## config.mk

```make
export PLATFORM = sky130hd
export DESIGN_NAME = sysbus_arb
export DESIGN_NICKNAME = d
export VERILOG_FILES = /design/src/rtl/sysbus_arb_pkg.sv /design/src/rtl/sysbus_arb_rr_pick.sv /design/src/rtl/sysbus_arb.sv
export SDC_FILE = /design/constraint.sdc
export NUM_CORES = 1
export LEC_CHECK = 0
export CAP_MARGIN = 5
export CELL_PAD_IN_SITES_DETAIL_PLACEMENT = 1
export CELL_PAD_IN_SITES_GLOBAL_PLACEMENT = 1
export CORE_AREA = 2 2 198 200
export CTS_CLUSTER_DIAMETER = 150
export DETAILED_ROUTE_END_ITERATION = 6
export DIE_AREA = 0 0 200 202
export PLACE_DENSITY_LB_ADDON = 0.3
export SYNTH_ARGS = -nofsm -noshare
export SYNTH_HDL_FRONTEND = slang
export SYNTH_SLANG_ARGS = --single-unit
```

## constraint.sdc

```tcl
create_clock -name clk -period 5.17 [get_ports clk]
set_input_delay 1.2925 -clock clk [delete_from_list [all_inputs] [get_ports clk]]
set_output_delay 1.2925 -clock clk [all_outputs]
set_load 0.03 [all_outputs]
```

## src/rtl/sysbus_arb_pkg.sv

```systemverilog
// ============================================================================
// Module : sysbus_arb_pkg
// Brief  : Shared bus constants, command encodings and field widths for
//          the slot-based system bus arbiter.
// Rev    : 1.0  initial release
// ============================================================================
`default_nettype none

package sysbus_arb_pkg;

  localparam int c_bus_beats = 8;
  localparam int c_bus_linew = 26;
  localparam int c_beatw     = $clog2(c_bus_beats);
  localparam int c_cmdw      = 3;
  localparam int c_tagw      = 5;
  localparam int c_dataw     = 64;

  typedef enum logic [c_cmdw-1:0] {
    CMD_NOP  = 3'd0,
    CMD_RD   = 3'd1,
    CMD_RDX  = 3'd2,
    CMD_WB   = 3'd3,
    CMD_UPG  = 3'd4,
    CMD_IORD = 3'd5,
    CMD_IOWR = 3'd6,
    CMD_INV  = 3'd7
  } bus_cmd_e;

endpackage

`default_nettype wire

```

## src/rtl/sysbus_arb_rr_pick.sv

```systemverilog
// ============================================================================
// Module : rr_pick
// Brief  : Rotating priority encoder; returns the first set request at or
//          above the pointer, wrapping modulo NREQ.
// Rev    : 1.0  initial release
// ============================================================================
`default_nettype none

module rr_pick #(
  parameter int NREQ = 4,
  parameter int PTRW = 2
) (
  input  logic [NREQ-1:0] i_req,
  input  logic [PTRW-1:0] i_ptr,
  output logic [NREQ-1:0] o_onehot,
  output logic [PTRW-1:0] o_idx,
  output logic            o_any
);

  always_comb begin
    int j;
    j        = 0;
    o_onehot = '0;
    o_idx    = '0;
    o_any    = 1'b0;
    for (int k = 0; k < NREQ; k++) begin
      // Pointer is always below NREQ, so a single wrap suffices.
      j = int'(i_ptr) + k;
      if (j >= NREQ) j = j - NREQ;
      if (!o_any && i_req[j]) begin
        o_any       = 1'b1;
        o_idx       = PTRW'(j);
        o_onehot[j] = 1'b1;
      end
    end
  end

endmodule

`default_nettype wire

```

## src/rtl/sysbus_arb.sv

```systemverilog
// ============================================================================
// Module : sysbus_arb
// Brief  : Slot arbiter/sequencer for the 8-beat snooping system bus:
//          beat counter, round-robin grant, owner pipeline, broadcast mux.
//          Optional perf counters when SYSBUS_ARB_PERF_EN is defined.
// Rev    : 1.0  initial release
// ============================================================================
`default_nettype none

module sysbus_arb
  import sysbus_arb_pkg::*;
#(
  parameter int NREQ = 4
) (
  input  logic                     clk,
  input  logic                     rst,
  input  logic [NREQ-1:0]          req_i,
  input  logic [c_cmdw*NREQ-1:0]   cmd_i,
  input  logic [c_tagw*NREQ-1:0]   tag_i,
  input  logic [c_bus_linew*NREQ-1:0] addr_i,
  input  logic [c_dataw*NREQ-1:0]  data_i,
  input  logic [NREQ-1:0]          nack_i,
  input  logic [NREQ-1:0]          hit_i,
  output logic [NREQ-1:0]          grant_o,
  output logic [c_beatw-1:0]       bus_cycle,
  output logic                     bus_valid,
  output logic [c_cmdw-1:0]        bus_cmd,
  output logic [c_tagw-1:0]        bus_tag,
  output logic [c_bus_linew-1:0]   bus_addr,
  output logic [c_dataw-1:0]       bus_data,
  output logic                     bus_nack,
  output logic                     bus_hit
`ifdef SYSBUS_ARB_PERF_EN
  ,
  output logic [31:0]              perf_busy_o,
  output logic [31:0]              perf_nack_o,
  output logic [31:0]              perf_idle_o
`endif
);

  localparam int PTRW = (NREQ > 1) ? $clog2(NREQ) : 1;

  logic [c_beatw-1:0] r_cycle;
  logic [NREQ-1:0]    r_grant;
  logic [NREQ-1:0]    r_owner;
  logic [PTRW-1:0]    r_ptr;

  logic               w_last;
  logic [NREQ-1:0]    w_elig;
  logic [NREQ-1:0]    w_win_oh;
  logic [PTRW-1:0]    w_win_idx;
  logic               w_win_any;
  logic [PTRW-1:0]    w_ptr_next;

  assign w_last = (r_cycle == c_beatw'(c_bus_beats - 1));
  // Current grantee's req is stale until it reloads on its own beat-7 edge.
  assign w_elig = req_i & ~r_grant;
  assign w_ptr_next = (w_win_idx == PTRW'(NREQ - 1)) ? '0 : w_win_idx + PTRW'(1);

  rr_pick #(
    .NREQ (NREQ),
    .PTRW (PTRW)
  ) u_rr_pick (
    .i_req    (w_elig),
    .i_ptr    (r_ptr),
    .o_onehot (w_win_oh),
    .o_idx    (w_win_idx),
    .o_any    (w_win_any)
  );

  always_ff @(posedge clk) begin
    if (rst) begin
      r_cycle <= '0;
      r_grant <= '0;
      r_owner <= '0;
      r_ptr   <= '0;
    end else begin
      r_cycle <= r_cycle + c_beatw'(1);
      if (w_last) begin
        r_owner <= r_grant;
        r_grant <= w_win_any ? w_win_oh : '0;
        if (w_win_any) r_ptr <= w_ptr_next;
      end
    end
  end

  logic [c_cmdw-1:0]      w_cmd;
  logic [c_tagw-1:0]      w_tag;
  logic [c_bus_linew-1:0] w_addr;
  logic [c_dataw-1:0]     w_data;

  // Owner is one-hot or zero, so an OR of gated fields is the mux.
  always_comb begin
    w_cmd  = '0;
    w_tag  = '0;
    w_addr = '0;
    w_data = '0;
    for (int m = 0; m < NREQ; m++) begin
      if (r_owner[m]) begin
        w_cmd  = w_cmd  | cmd_i[m*c_cmdw +: c_cmdw];
        w_tag  = w_tag  | tag_i[m*c_tagw +: c_tagw];
        w_addr = w_addr | addr_i[m*c_bus_linew +: c_bus_linew];
        w_data = w_data | data_i[m*c_dataw +: c_dataw];
      end
    end
  end

  assign grant_o   = r_grant;
  assign bus_cycle = r_cycle;
  assign bus_valid = |r_owner;
  assign bus_cmd   = w_cmd;
  assign bus_tag   = w_tag;
  assign bus_addr  = w_addr;
  assign bus_data  = w_data;
  assign bus_nack  = |nack_i;
  assign bus_hit   = |hit_i;

`ifdef SYSBUS_ARB_PERF_EN
  logic [31:0] r_perf_busy;
  logic [31:0] r_perf_nack;
  logic [31:0] r_perf_idle;
  logic        r_nack_seen;
  logic        w_slot_nack;

  assign w_slot_nack = r_nack_seen | bus_nack;

  always_ff @(posedge clk) begin
    if (rst) begin
      r_perf_busy <= '0;
      r_perf_nack <= '0;
      r_perf_idle <= '0;
      r_nack_seen <= 1'b0;
    end else begin
      // Beat 0 restarts the sticky flag for the new slot.
      if (r_cycle == '0) r_nack_seen <= bus_nack;
      else               r_nack_seen <= w_slot_nack;
      if (w_last) begin
        if (bus_valid) r_perf_busy <= r_perf_busy + 32'd1;
        else           r_perf_idle <= r_perf_idle + 32'd1;
        if (bus_valid && w_slot_nack) r_perf_nack <= r_perf_nack + 32'd1;
      end
    end
  end

  assign perf_busy_o = r_perf_busy;
  assign perf_nack_o = r_perf_nack;
  assign perf_idle_o = r_perf_idle;
`endif

endmodule

`default_nettype wire

```

* Word level (Yosys, flattened, before mapping) *
Cells that the tools add are included.

cells by class
  $lt $le $gt $ge = 12
  multiplexer cells = 54
  equal/unequal tests = 2
  reduce and logical (&&, ||, !) cells = 14
  add/sub/neg operators = 9
  bitwise operators = 17

operators by type and width
  operator               number
  $mux 64                4
  $or 64x64->64          3
  $ge 32x1->1 const B    4
  $lt 32x4->1 const B    4
  $mux 32                4
  $mux 26                4
  $ge 32x4->1 const B    3
  $sub 32x4->32 const B  3
  $or 26x26->26          3
  $mux 4                 5
  $mux 5                 4
  $mux 1                 16
  $or 5x5->5             3
  $mux 3                 4
  $or 4x4->4             3
  $reduce_or 4->1        3
  $mux 2                 5
  $or 3x3->3             3
  $bmux 1 s2             4
  $demux 1 s2            4
  $logic_and 1x1->1      7
  $add 2x2->3 const B    2
  $and 4x4->4            1
  $not 4->4              1
  other kinds (9)        11

word-level totals
  register bits = 13
  bits of input ports = 406

* Logic depth before layout (Yosys ltp) *
Gate-level depths: netlist of run 1.

  depth in word-level cells = 17
  mapped depth = 8
  mapped depth without buffers = 8

* By module *
From an unflattened synthesis of run 1, not the netlist that was laid out.

unflattened totals
  cell total of the unflattened synthesis = 441
  area, all modules = 3103.0 um^2

modules (own cells, without submodules)
  module      area each (um^2)  cells an instance  instances
  sysbus_arb  2642.5            393                1
  rr_pick     460.4             48                 1

* Worst setup path after synthesis of run 1 *
OpenSTA, ideal clock, no wires.

  path kind = in2out
  start point = input port hit_i[1]
  end point = output port bus_hit
  arrival = 1978 ps
  cell stages on the path = 1
  setup slack = 1899 ps
  data required time = 3878 ps
  cell sequence = or4_1

on the way
  cells in the longest elaborated chain, start to end = 1

RTL lines
  item             line               RTL
  start, declared  sysbus_arb.sv:23   input logic [NREQ-1:0] hit_i,
  $reduce_or 4->1  sysbus_arb.sv:116  assign bus_hit = |hit_i;
  end, declared    sysbus_arb.sv:32   output logic bus_hit

No other way between the ends.

* Final worst setup path of run 1 *
  start point = input port nack_i[1]
  end point = output port bus_nack

on the way
  cells in the longest elaborated chain, start to end = 1

RTL lines
  item             line               RTL
  start, declared  sysbus_arb.sv:22   input logic [NREQ-1:0] nack_i,
  $reduce_or 4->1  sysbus_arb.sv:115  assign bus_nack = |nack_i;
  end, declared    sysbus_arb.sv:31   output logic bus_nack,

No other way between the ends.

==> impl_results.md, run 1 <==
* CTS root buf: clkbuf_16
* MaxCap Viol Count at 0
* Worst setup EP type: output port
* Cell variety after synth at 40
* Worst-Margin Slew at between 0.7 and 0.8 ns
* Resized cells post-CTS at 0
* Fin Clk Skew at 0.000572 ns
* Nets at 1,344
* Rel. slew slack at between 50 and 60%
* Worst hold endpoint: bus_cycle[0]
* Vias in the first global route at 5,963
* Die Width at about 200 µm
* Reg area at ~280 µm²
* Total number of vias at 5,714
* Buffers on Ports at 513
* First-pass GRT wire length at 37,900 µm
* Crit path max fanout at 1
* CTS max path bufs at 2
* Final period util at between 70% and 80%
* Hold Worst Slack at approximately 0.46 ns
* HPWL Detailed at 23,400 µm
* Setup slack, reg-to-reg at ~1.6 ns
* Final Hold Vio Count at 0
* Share of cells above drive strength 1 at 2.59%
* Hold WC Path Type: reg2reg
* Worst-Skew Late Latency at about 0.24 ns
* Core area at approximately 38,000 µm²
* Setup Buffers After CTS at 0
* Fill cell count at ~4,600
* Final setup vio count at 0
* Hold buffers post-CTS at 0
* Area grow syn2layout at 190%
* RR Startpoint: r_ptr[0]
* Hold-critical path depth at 1
* Htree depth at 1
* Sw power at between 0.0001 and 0.00015 W
* Count leader, synth: a22oi_1
* Synth Flop Type: dfxtp_1
* Reg2reg path depth at 7
* Met3 Resource Use GR at a little over 3%
* Cell Area, Synth at between 3000 and 4000 µm²
* CTS tree: yes
* R2r endpoint: grant_o[3]
* Crit path DAT at approximately 2.8 ns
* Outcome: completed
* Met2 Track Usage GR at 22.6%
* Power share of the clock group at between 20% and 30%
* Crit Path Class: in2out
* Site Rows at 72
* DRC violations left at 0
* TritonCTS Buffers at 3
* Synth Instances at 450
* Final setup TNS at 0 ns
* Final wirelength at approximately 28,000 µm
* Number of synthesized flops with an enable pin at 0
* Die footprint at roughly 40,000 µm²
* I/O Pins at ~510
* Drt via density at 3.95
* ANT nets after route at 0
* Sw Ratio at a little under 20%
* Starting Density at 7.98%
* Top cells by area, synth: a22oi_1 48%, nand2_1 13%, dfxtp_1 8.5%
* Antenna violations before repair at 3
* Register area share after synthesis at between 8 and 9%
* Slew Limit Fails at 0
* Drt first-iter violations at between 200 and 300
* GRT busiest layer: met2
* Overflow after GRT at 0
* GRT met1 Usage at 14.9%
* Yosys top cell area share at around 48%
* Min-delay src: bus_cycle[0]
* Cell accounting for the most synthesized area: a22oi_1
* Comb pwr share at 59.3%
* Largest net degree at the start of global routing at 54
* Total power at 0.000605 W
* Flop pwr share at 17.0%
* VDD IR max at 0.128 mV
* CTS Sinks at 13
* Post-DR wirelength/cell at 19.2 µm
* Synth Register Bits at 13
* Fmax at 0.243 GHz
* Async SR Flop Fraction at 0%
* Placer Congestion at 0.873
* RSZ-0062 raised after global routing: false
* Critical Path Source Type: input port
* TritonRoute pass-1 iters at 5
* Yosys Warn Count at 0
* Internal at around 0.00049 W
* Placement Setup Slack at 1.05 ns
* Final period demand of the worst path at 4.12 ns
* Fin worst setup slack at ~1.1 ns
* Clk slew on worst S/H paths at around 0.040 ns
* Avg Inst Size Synth at roughly 6.8 µm²
* Die Span Y at around 200 µm
* Cell Pwr Density at just under 70 nW/µm²
* Multi-input gate area at between 2000 and 3000 µm²
* Post-synth net total at between 800 and 900
* Static Leakage at between 3 and 4 nW
* Final core utilization at roughly 23%
* Post-synth top cells: 196 x a22oi_1, 104 x nand2_1, 44 x clkbuf_1
* Worst EP required at a little under 4 ns
* GRT Total Usage at approximately 12%
-- power groups by stage --
stage / registers [W] / logic, W / clock network (W)
floorplan: 0.000110 / 0.0000247 / 0
global placement: 0.000104 / 0.000354 / 0
detailed placement: 0.000104 / 0.000358 / 0
CTS: 0.000103 / 0.000361 / 0.000148
global route: 0.000103 / 0.000378 / 0.000155
finish: 0.000103 / 0.000359 / 0.000144
-- cell families (layout without fill, tap and decap cells) --
| group | after synthesis | count (layout) | share of synthesized area (%) |
|---|---|---|---|
| AOI/OAI and AO/OA | 228 | 228 | 56.5 |
| xor gates and xnor gates | 1 | 1 | 0.287 |
| adders and majority gates | 9 | 9 | 3.69 |
| buffers and inverters | 51 | 529 | 6.26 |
| DFF | 13 | 13 | 8.52 |
| muxes | 9 | 9 | 5.12 |
| other | 0 | 1 | 0 |
| and+or+nand+nor | 139 | 139 | 19.7 |
-- worst max-delay path by stage --
stage | startpoint | slack, ns | cells past startpoint | to
floorplan | hit_i[1] | 1.90 | 1 | bus_hit
global route | hit_i[1] | 0.98 | 3 | bus_hit
CTS | nack_i[1] | 1.04 | 3 | bus_nack
detailed placement | nack_i[1] | 1.05 | 3 | bus_nack
finish | nack_i[1] | 1.05 | 3 | bus_nack
global placement | data_i[73] | 1.06 | 4 | bus_data[9]
-- layout by cell type (no fill, tap or decap), drive strengths merged, types with 5 or more instances in the layout --
| cell type | synthesis | layout |
|---|---|---|
| clkdlybuf4s50 | 0 | 513 |
| nand2b | 7 | 7 |
| buf | 4 | 9 |
| dfxtp | 13 | 13 |
| nand2 | 104 | 104 |
| mux4 | 5 | 5 |
| nor2 | 11 | 11 |
| ha | 9 | 9 |
| a22oi | 196 | 196 |
| a21oi | 6 | 6 |
| nor2b | 6 | 6 |
-- metrics by stage --
stage	instance area, µm²	cells
4_1_cts	8870	1446
3_3_place_gp	8790	1442
5_1_grt	8870	1446
6_report	8870	1447
2_1_floorplan	3060	450
3_5_place_dp	8790	1442
-- state kept, by name, summed over array words and instances (netlist names) --
signal     count
bus_cycle      3
grant_o        4
r_owner        4
r_ptr          2
-- metal layers --
metal  vias up  part of all wire, %
li1       2751                    -
met1      2644                   41
met2       297                   49
met3        20                  9.1
met4         2                  1.0
met5         -                0.036
-- critical path, stage by stage --
cell and delay (ns):
clkdlybuf4s50_1 0.40, or4_1 0.52, clkdlybuf4s50_1 0.61
-- cell type report --
| type | count | area share, % |
|---|---|---|
| inverters | 3 | 0.127 |
| well taps | 518 | 7.31 |
| multi-input cells | 386 | 29.3 |
| flip-flops and latches | 13 | 3.10 |
| diodes | 1 | 0.0282 |
| clock buffers | 4 | 0.888 |
| repair buffers | 522 | 59.2 |
(Power assumes the default switching activity.)
==> inputs of run 2 (changes only) <==
Settings changed: CORE_AREA 2 2 198 200 to 2 2 200 202, DIE_AREA 0 0 200 202 to 0 0 202 204.
Clock period 5.17 ns to 4.2 ns, I/O delays scaled along.
==> run 2 against run 1 <==
Sequential share of layout area about the same. Core utilization decreased by 0.47 points. Global-route usage increased by 0.66 points. Sequential power increased by 22%. Clock power increased by 25%. Sequential cell count unchanged. Clock skew increased by 0.0054 ns. Total power increased by 24%. Critical endpoint is now bus_data[8].
==> impl_results.md, run 2 (same netlist as run 1, synthesis figures left out) <==
* Rel. slew slack at 39.8% (was 51.7%)
* Static Leakage at 3.26 nW (was 3.25 nW)
* ANT nets after route at 0 (unchanged)
* Cell Pwr Density at 84.2 nW/µm² (was 68.2 nW/µm²)
* Crit Path Class: in2out (unchanged)
* Worst-Margin Slew at 0.903 ns (was 0.716 ns)
* VDD IR max at 0.130 mV (was 0.128 mV)
* Area grow syn2layout at 191% (was 190%)
* Worst hold endpoint: bus_cycle[0] (unchanged)
* Slew Limit Fails at 0 (unchanged)
* DRC violations left at 0 (unchanged)
* Final period util at 86.7%
* TritonRoute pass-1 iters at 4 (was 5)
* Hold-critical path depth at 1 (unchanged)
* Antenna violations before repair at 8 (was 3)
* Commonest non-fill, non-tap cell in the layout: clkdlybuf4s50_1 (unchanged)
* Core area at 39,200 µm² (was 38,300 µm²)
* Htree depth at 1 (unchanged)
* Sw power at 0.000151 W (was 0.000118 W)
* Fmax at 0.275 GHz
* Flop pwr share at 16.9% (was 17.0%)
* I/O Pins at 514 (unchanged)
* Resized cells post-CTS at 0 (unchanged)
* Setup slack, reg-to-reg at 0.87 ns (was 1.57 ns)
* Vias in the first global route at 6,171 (was 5,963)
* Final wirelength at 29,200 µm (was 27,800 µm)
* Multi-input gate area at 2600 µm² (unchanged)
* Overflow after GRT at 0 (unchanged)
* Final Hold Vio Count at 0 (unchanged)
* Hold WC Path Type: reg2reg (unchanged)
* Fin Clk Skew at 0.00594 ns (was 0.000572 ns)
* Crit path DAT at 2.59 ns (was 2.82 ns)
* Crit path max fanout at 2 (was 1)
* Placer Congestion at 0.781 (was 0.873)
* Most frequent cells in the layout: 512 x clkdlybuf4s50_1, 196 x a22oi_1, 104 x nand2_1 (was 513 x clkdlybuf4s50_1, 196 x a22oi_1, 104 x nand2_1)
* Worst setup EP type: output port (unchanged)
* Share of cells above drive strength 1 at 2.91% (was 2.59%)
* CTS tree: yes (unchanged)
* Worst EP required at 3.15 ns (was 3.88 ns)
* R2r endpoint: r_ptr[1] (was grant_o[3])
* Hold buffers post-CTS at 0 (unchanged)
* Drt first-iter violations at 336 (was 250)
* Outcome: completed (unchanged)
* Buffers on Ports at 513 (unchanged)
* Post-DR wirelength/cell at 20.0 µm (was 19.2 µm)
* CTS max path bufs at 2 (unchanged)
* Internal at 0.000598 W (was 0.000487 W)
* Comb pwr share at 59.1% (was 59.3%)
* Total number of vias at 5,876 (was 5,714)
* Critical Path Source Type: input port (unchanged)
* Die Span Y at 204 µm (was 202 µm)
* Drt via density at 4.03 (was 3.95)
* Largest net degree at the start of global routing at 101 (was 54)
* RR Startpoint: r_ptr[1] (was r_ptr[0])
* Die footprint at 41,200 µm² (was 40,400 µm²)
* Final core utilization at 22.7% (was 23.2%)
* Worst-Skew Late Latency at 0.24 ns (about the same)
* Starting Density at 7.80% (was 7.98%)
* Final setup vio count at 0 (unchanged)
* Final setup TNS at 0 ns (unchanged)
* GRT Total Usage at 13.0% (was 12.4%)
* RSZ-0062 raised after global routing: false (unchanged)
* CTS root buf: clkbuf_16 (unchanged)
* Site Rows at 73 (was 72)
* Min-delay src: bus_cycle[0] (unchanged)
* First-pass GRT wire length at 40,900 µm (was 37,900 µm)
* MaxCap Viol Count at 0 (unchanged)
* Hold Worst Slack at 0.461 ns (was 0.457 ns)
* HPWL Detailed at 23,900 µm (was 23,400 µm)
* Die Width at 202 µm (was 200 µm)
* Fill cell count at 4,609 (was 4,584)
* Power share of the clock group at 24.1% (was 23.7%)
* TritonCTS Buffers at 3 (unchanged)
* Sw Ratio at 20.2% (was 19.6%)
* Final period demand of the worst path at 3.64 ns
* CTS Sinks at 13 (unchanged)
* Reg2reg path depth at 7 (unchanged)
* Nets at 1,345 (was 1,344)
* Setup Buffers After CTS at 0 (unchanged)
* Clk slew on worst S/H paths at 0.05 ns (was 0.04 ns)
* Reg area at 275 µm² (unchanged)
## run 2: changes by cell type in the layout (fill, tap and decap cells not counted)
cell / previous run / this run
clkinv_2: 0 / 1
buf_4: 5 / 7
clkbuf_1: 1 / 0
diode_2: 1 / 5
clkdlybuf4s50_1: 513 / 512
## run 2: power groups by stage
stage	Sequential [W]	Clock, W	Combinational, W
floorplan	0.000135	0	0.0000304
global placement	0.000128	0	0.000437
detailed placement	0.000129	0	0.000441
CTS	0.000126	0.000187	0.000445
global route	0.000127	0.000193	0.000467
finish	0.000126	0.000180	0.000442
## run 2: layout make-up
cell class | instances | area share (%)
Timing Repair Buffer | 523 | 59.1
Sequential cell | 13 | 3.09
Clock inverter | 1 | 0.0563
Multi-Input combinational cell | 386 | 29.3
Clock buffer | 3 | 0.844
Antenna cell | 5 | 0.141
Tap cell | 525 | 7.38
Inverter | 3 | 0.127
## run 2: worst max-delay path: stages
cell and delay (ns):
clkdlybuf4s50_1 0.46, a22oi_1 0.38, nand2_1 0.09, clkdlybuf4s50_1 0.61
## run 2: worst max path at each step
stage	cells past startpoint	startpoint	slack, ns	end
6_report	4	data_i[8]	0.56	bus_data[8]
5_1_grt	4	data_i[8]	0.48	bus_data[8]
4_1_cts	4	data_i[8]	0.50	bus_data[8]
3_5_place_dp	4	data_i[8]	0.50	bus_data[8]
3_3_place_gp	4	data_i[8]	0.52	bus_data[8]
2_1_floorplan	7	r_ptr[0]	1.39	r_ptr[1]
## run 2: metrics by stage
stage                     area, µm²  power, W  worst slack, ns  cells
after floorplan                3060  0.000166             1.39    450
after global placement         8800  0.000565            0.516   1450
after detailed placement       8800  0.000570            0.501   1450
after CTS                      8880  0.000758            0.500   1454
after global routing           8890  0.000787            0.479   1458
final                          8900  0.000749            0.560   1459
## run 2: metal layers
metal	GRT usage [%]	routed length (µm)	part of all wire (%)
met1	15.3	11800	40
met2	22.9	14600	50
met4	3.28	406	1.4
met3	3.97	2410	8.2
met5	0	29	0.099
==> inputs of run 3 (changes only) <==
--- a/constraint.sdc
+++ b/constraint.sdc
@@ -3,2 +3,2 @@
 set_output_delay 1.05 -clock clk [all_outputs]
-set_load 0.03 [all_outputs]
+set_load 0.005 [all_outputs]
==> run 3 against run 2 <==
Critical path depth unchanged. Fmax increased by 0.99%. Clock power about the same. Critical path type unchanged.
==> impl_results.md, run 3 (same netlist as run 1, synthesis figures left out) <==
* Setup Buffers After CTS at 0 (unchanged)
* Detail Route met3 WL at 2400 µm (was 2410 µm)
* Drt first-iter violations at 288 (was 336)
* Hold buffers post-CTS at 0 (unchanged)
* Die Span Y at 204 µm (unchanged)
* Die footprint at 41,200 µm² (unchanged)
* Fin Clk Skew at 0.00434 ns (was 0.00594 ns)
* Overflow after GRT at 0 (unchanged)
* Sw power at 0.000142 W (was 0.000151 W)
* Crit path max fanout at 1 (was 2)
* Clk slew on worst S/H paths at 0.05 ns (about the same)
* Core area at 39,200 µm² (unchanged)
* Placer Congestion at 0.769 (was 0.781)
* Worst setup EP type: output port (unchanged)
* DRC violations left at 0 (unchanged)
* TritonRoute pass-1 iters at 4 (unchanged)
* Worst path slowest cell: clkdlybuf4s50_1 (unchanged)
* Worst-Margin Slew at 0.859 ns (was 0.903 ns)
* Sw Ratio at 19.2% (was 20.2%)
* Largest net degree at the start of global routing at 60 (was 101)
* Met2 wire length at 14,200 µm (was 14,600 µm)
* Antenna violations before repair at 6 (was 8)
* Hold WC Path Type: reg2reg (unchanged)
* Resized cells post-CTS at 0 (unchanged)
* Final setup TNS at 0 ns (unchanged)
* CP peak stage delay at 0.58 ns (was 0.61 ns)
* CTS tree: yes (unchanged)
* Static Leakage at 3.27 nW (was 3.26 nW)
* Final wirelength at 29,200 µm (about the same)
* RSZ-0062 raised after global routing: false (unchanged)
* GRT Total Usage at 13.0% (about the same)
* TritonCTS Buffers at 3 (unchanged)
* Drt via density at 4.03 (about the same)
* Comb pwr share at 59.0% (was 59.1%)
* Outcome: completed (unchanged)
* Worst EP required at 3.15 ns (about the same)
* Multi-input gate area at 2600 µm² (unchanged)
* Fill cell count at 4,610 (was 4,609)
* Reg area at 275 µm² (unchanged)
* ANT nets after route at 0 (unchanged)
* Buffers on Ports at 513 (unchanged)
* M1 WL at 12,000 µm (was 11,800 µm)
* First-pass GRT wire length at 41,100 µm (was 40,900 µm)
* Vias in the first global route at 6,135 (was 6,171)
* Total power at 0.000741 W (was 0.000749 W)
* Critical Path Source Type: input port (unchanged)
* Fmax at 0.277 GHz (was 0.275 GHz)
* Crit path DAT at 2.55 ns (was 2.59 ns)
* Share of cells above drive strength 1 at 3.00% (was 2.91%)
* Worst-Skew Late Latency at 0.24 ns (about the same)
* Most frequent cells in the layout: 513 x clkdlybuf4s50_1, 196 x a22oi_1, 104 x nand2_1 (was 512 x clkdlybuf4s50_1, 196 x a22oi_1, 104 x nand2_1)
* Post-DR wirelength/cell at 20.0 µm (about the same)
* Starting Density at 7.80% (unchanged)
* Flop pwr share at 17.0% (was 16.9%)
* Post-placement cell area at 8830 µm² (was 8800 µm²)
* Nets at 1,348 (was 1,345)
* Site Rows at 73 (unchanged)
* Final Instance Area at 8920 µm² (was 8900 µm²)
* Final period util at 85.8% (was 86.7%)
* CTS max path bufs at 2 (unchanged)
* CTS root buf: clkbuf_16 (unchanged)
* Area grow syn2layout at 192% (was 191%)
* Rel. slew slack at 42.7% (was 39.8%)
* MaxCap Viol Count at 0 (unchanged)
* Slew Limit Fails at 0 (unchanged)
* Internal at 0.000599 W (was 0.000598 W)
* HPWL Detailed at 24,300 µm (was 23,900 µm)
* Final setup vio count at 0 (unchanged)
* Die Width at 202 µm (unchanged)
* Htree depth at 1 (unchanged)
* Final Hold Vio Count at 0 (unchanged)
* Hold Worst Slack at 0.462 ns (was 0.461 ns)
* Crit Path Class: in2out (unchanged)
* Crit path cell chain: clkdlybuf4s50_1 > a22oi_1 > nand2_1 > clkdlybuf4s50_1 (unchanged)
* VDD IR max at 0.102 mV (was 0.130 mV)
* Power share of the clock group at 24.0% (was 24.1%)
* CTS Sinks at 13 (unchanged)
* Total number of vias at 5,893 (was 5,876)
* Final period demand of the worst path at 3.60 ns (was 3.64 ns)
* Top Metal Used: met4 (was met5)
* Commonest non-fill, non-tap cell in the layout: clkdlybuf4s50_1 (unchanged)
* Most frequent cell on the critical path: clkdlybuf4s50_1 (unchanged)
* I/O Pins at 514 (unchanged)
* Cell Pwr Density at 83.1 nW/µm² (was 84.2 nW/µm²)
## run 3: changes by cell type in the layout (fill, tap and decap cells not counted), sizes merged
cell           before  now
clkbuf              3    4
clkdlybuf4s50     512  513
clkinv              2    1
diode               5    4
buf                11   13
## run 3: path summary, 6_finish.rpt
kind | startpoint | to | slack, ns | cells past startpoint
worst max-delay path | data_i[75] | bus_data[11] | 0.60 | 4
worst min-delay path | bus_cycle[0] | bus_cycle[0] | 0.46 | 1
worst max register to register | r_ptr[0] | r_ptr[1] | 0.98 | 7
worst min register to register | bus_cycle[0] | bus_cycle[0] | 0.46 | 1
## run 3: per-stage QoR
step / util, % / worst slack (ns) / cells
2_1_floorplan: - / 1.39 / 450
3_3_place_gp: 22.5 / 0.395 / 1453
3_5_place_dp: 22.5 / 0.414 / 1453
4_1_cts: 22.7 / 0.405 / 1457
5_1_grt: 22.8 / 0.369 / 1461
6_report: 22.8 / 0.595 / 1461
## run 3: layer usage
metal | global-route usage [%] | vias up
met3 | 3.52 | 26
met5 | 0 | -
met2 | 22.4 | 318
met1 | 16.0 | 2785
met4 | 3.15 | 0
li1 | - | 2764
## run 3: worst max-delay path: cells and delay by family
family | cells | cell delay (ns)
buffers and inverters | 2 | 1.15
and+or+nand+nor | 1 | 0.25
AOI/OAI and AO/OA | 1 | 0.10
## run 3: layout make-up
class / instances / area share, %
timing repair buffer: 526 / 59.2
multi-input combinational: 386 / 29.2
tap: 525 / 7.37
sequential: 13 / 3.09
clock buffer: 4 / 0.884
inverter: 3 / 0.126
antenna: 4 / 0.112
## run 3: power by group through the flow
stage | clock, W | combinational, W | sequential (W)
global placement | 0 | 0.000433 | 0.000128
floorplan | 0 | 0.0000293 | 0.000131
finish | 0.000178 | 0.000438 | 0.000126
global route | 0.000192 | 0.000463 | 0.000126
detailed placement | 0 | 0.000438 | 0.000128
CTS | 0.000188 | 0.000441 | 0.000126
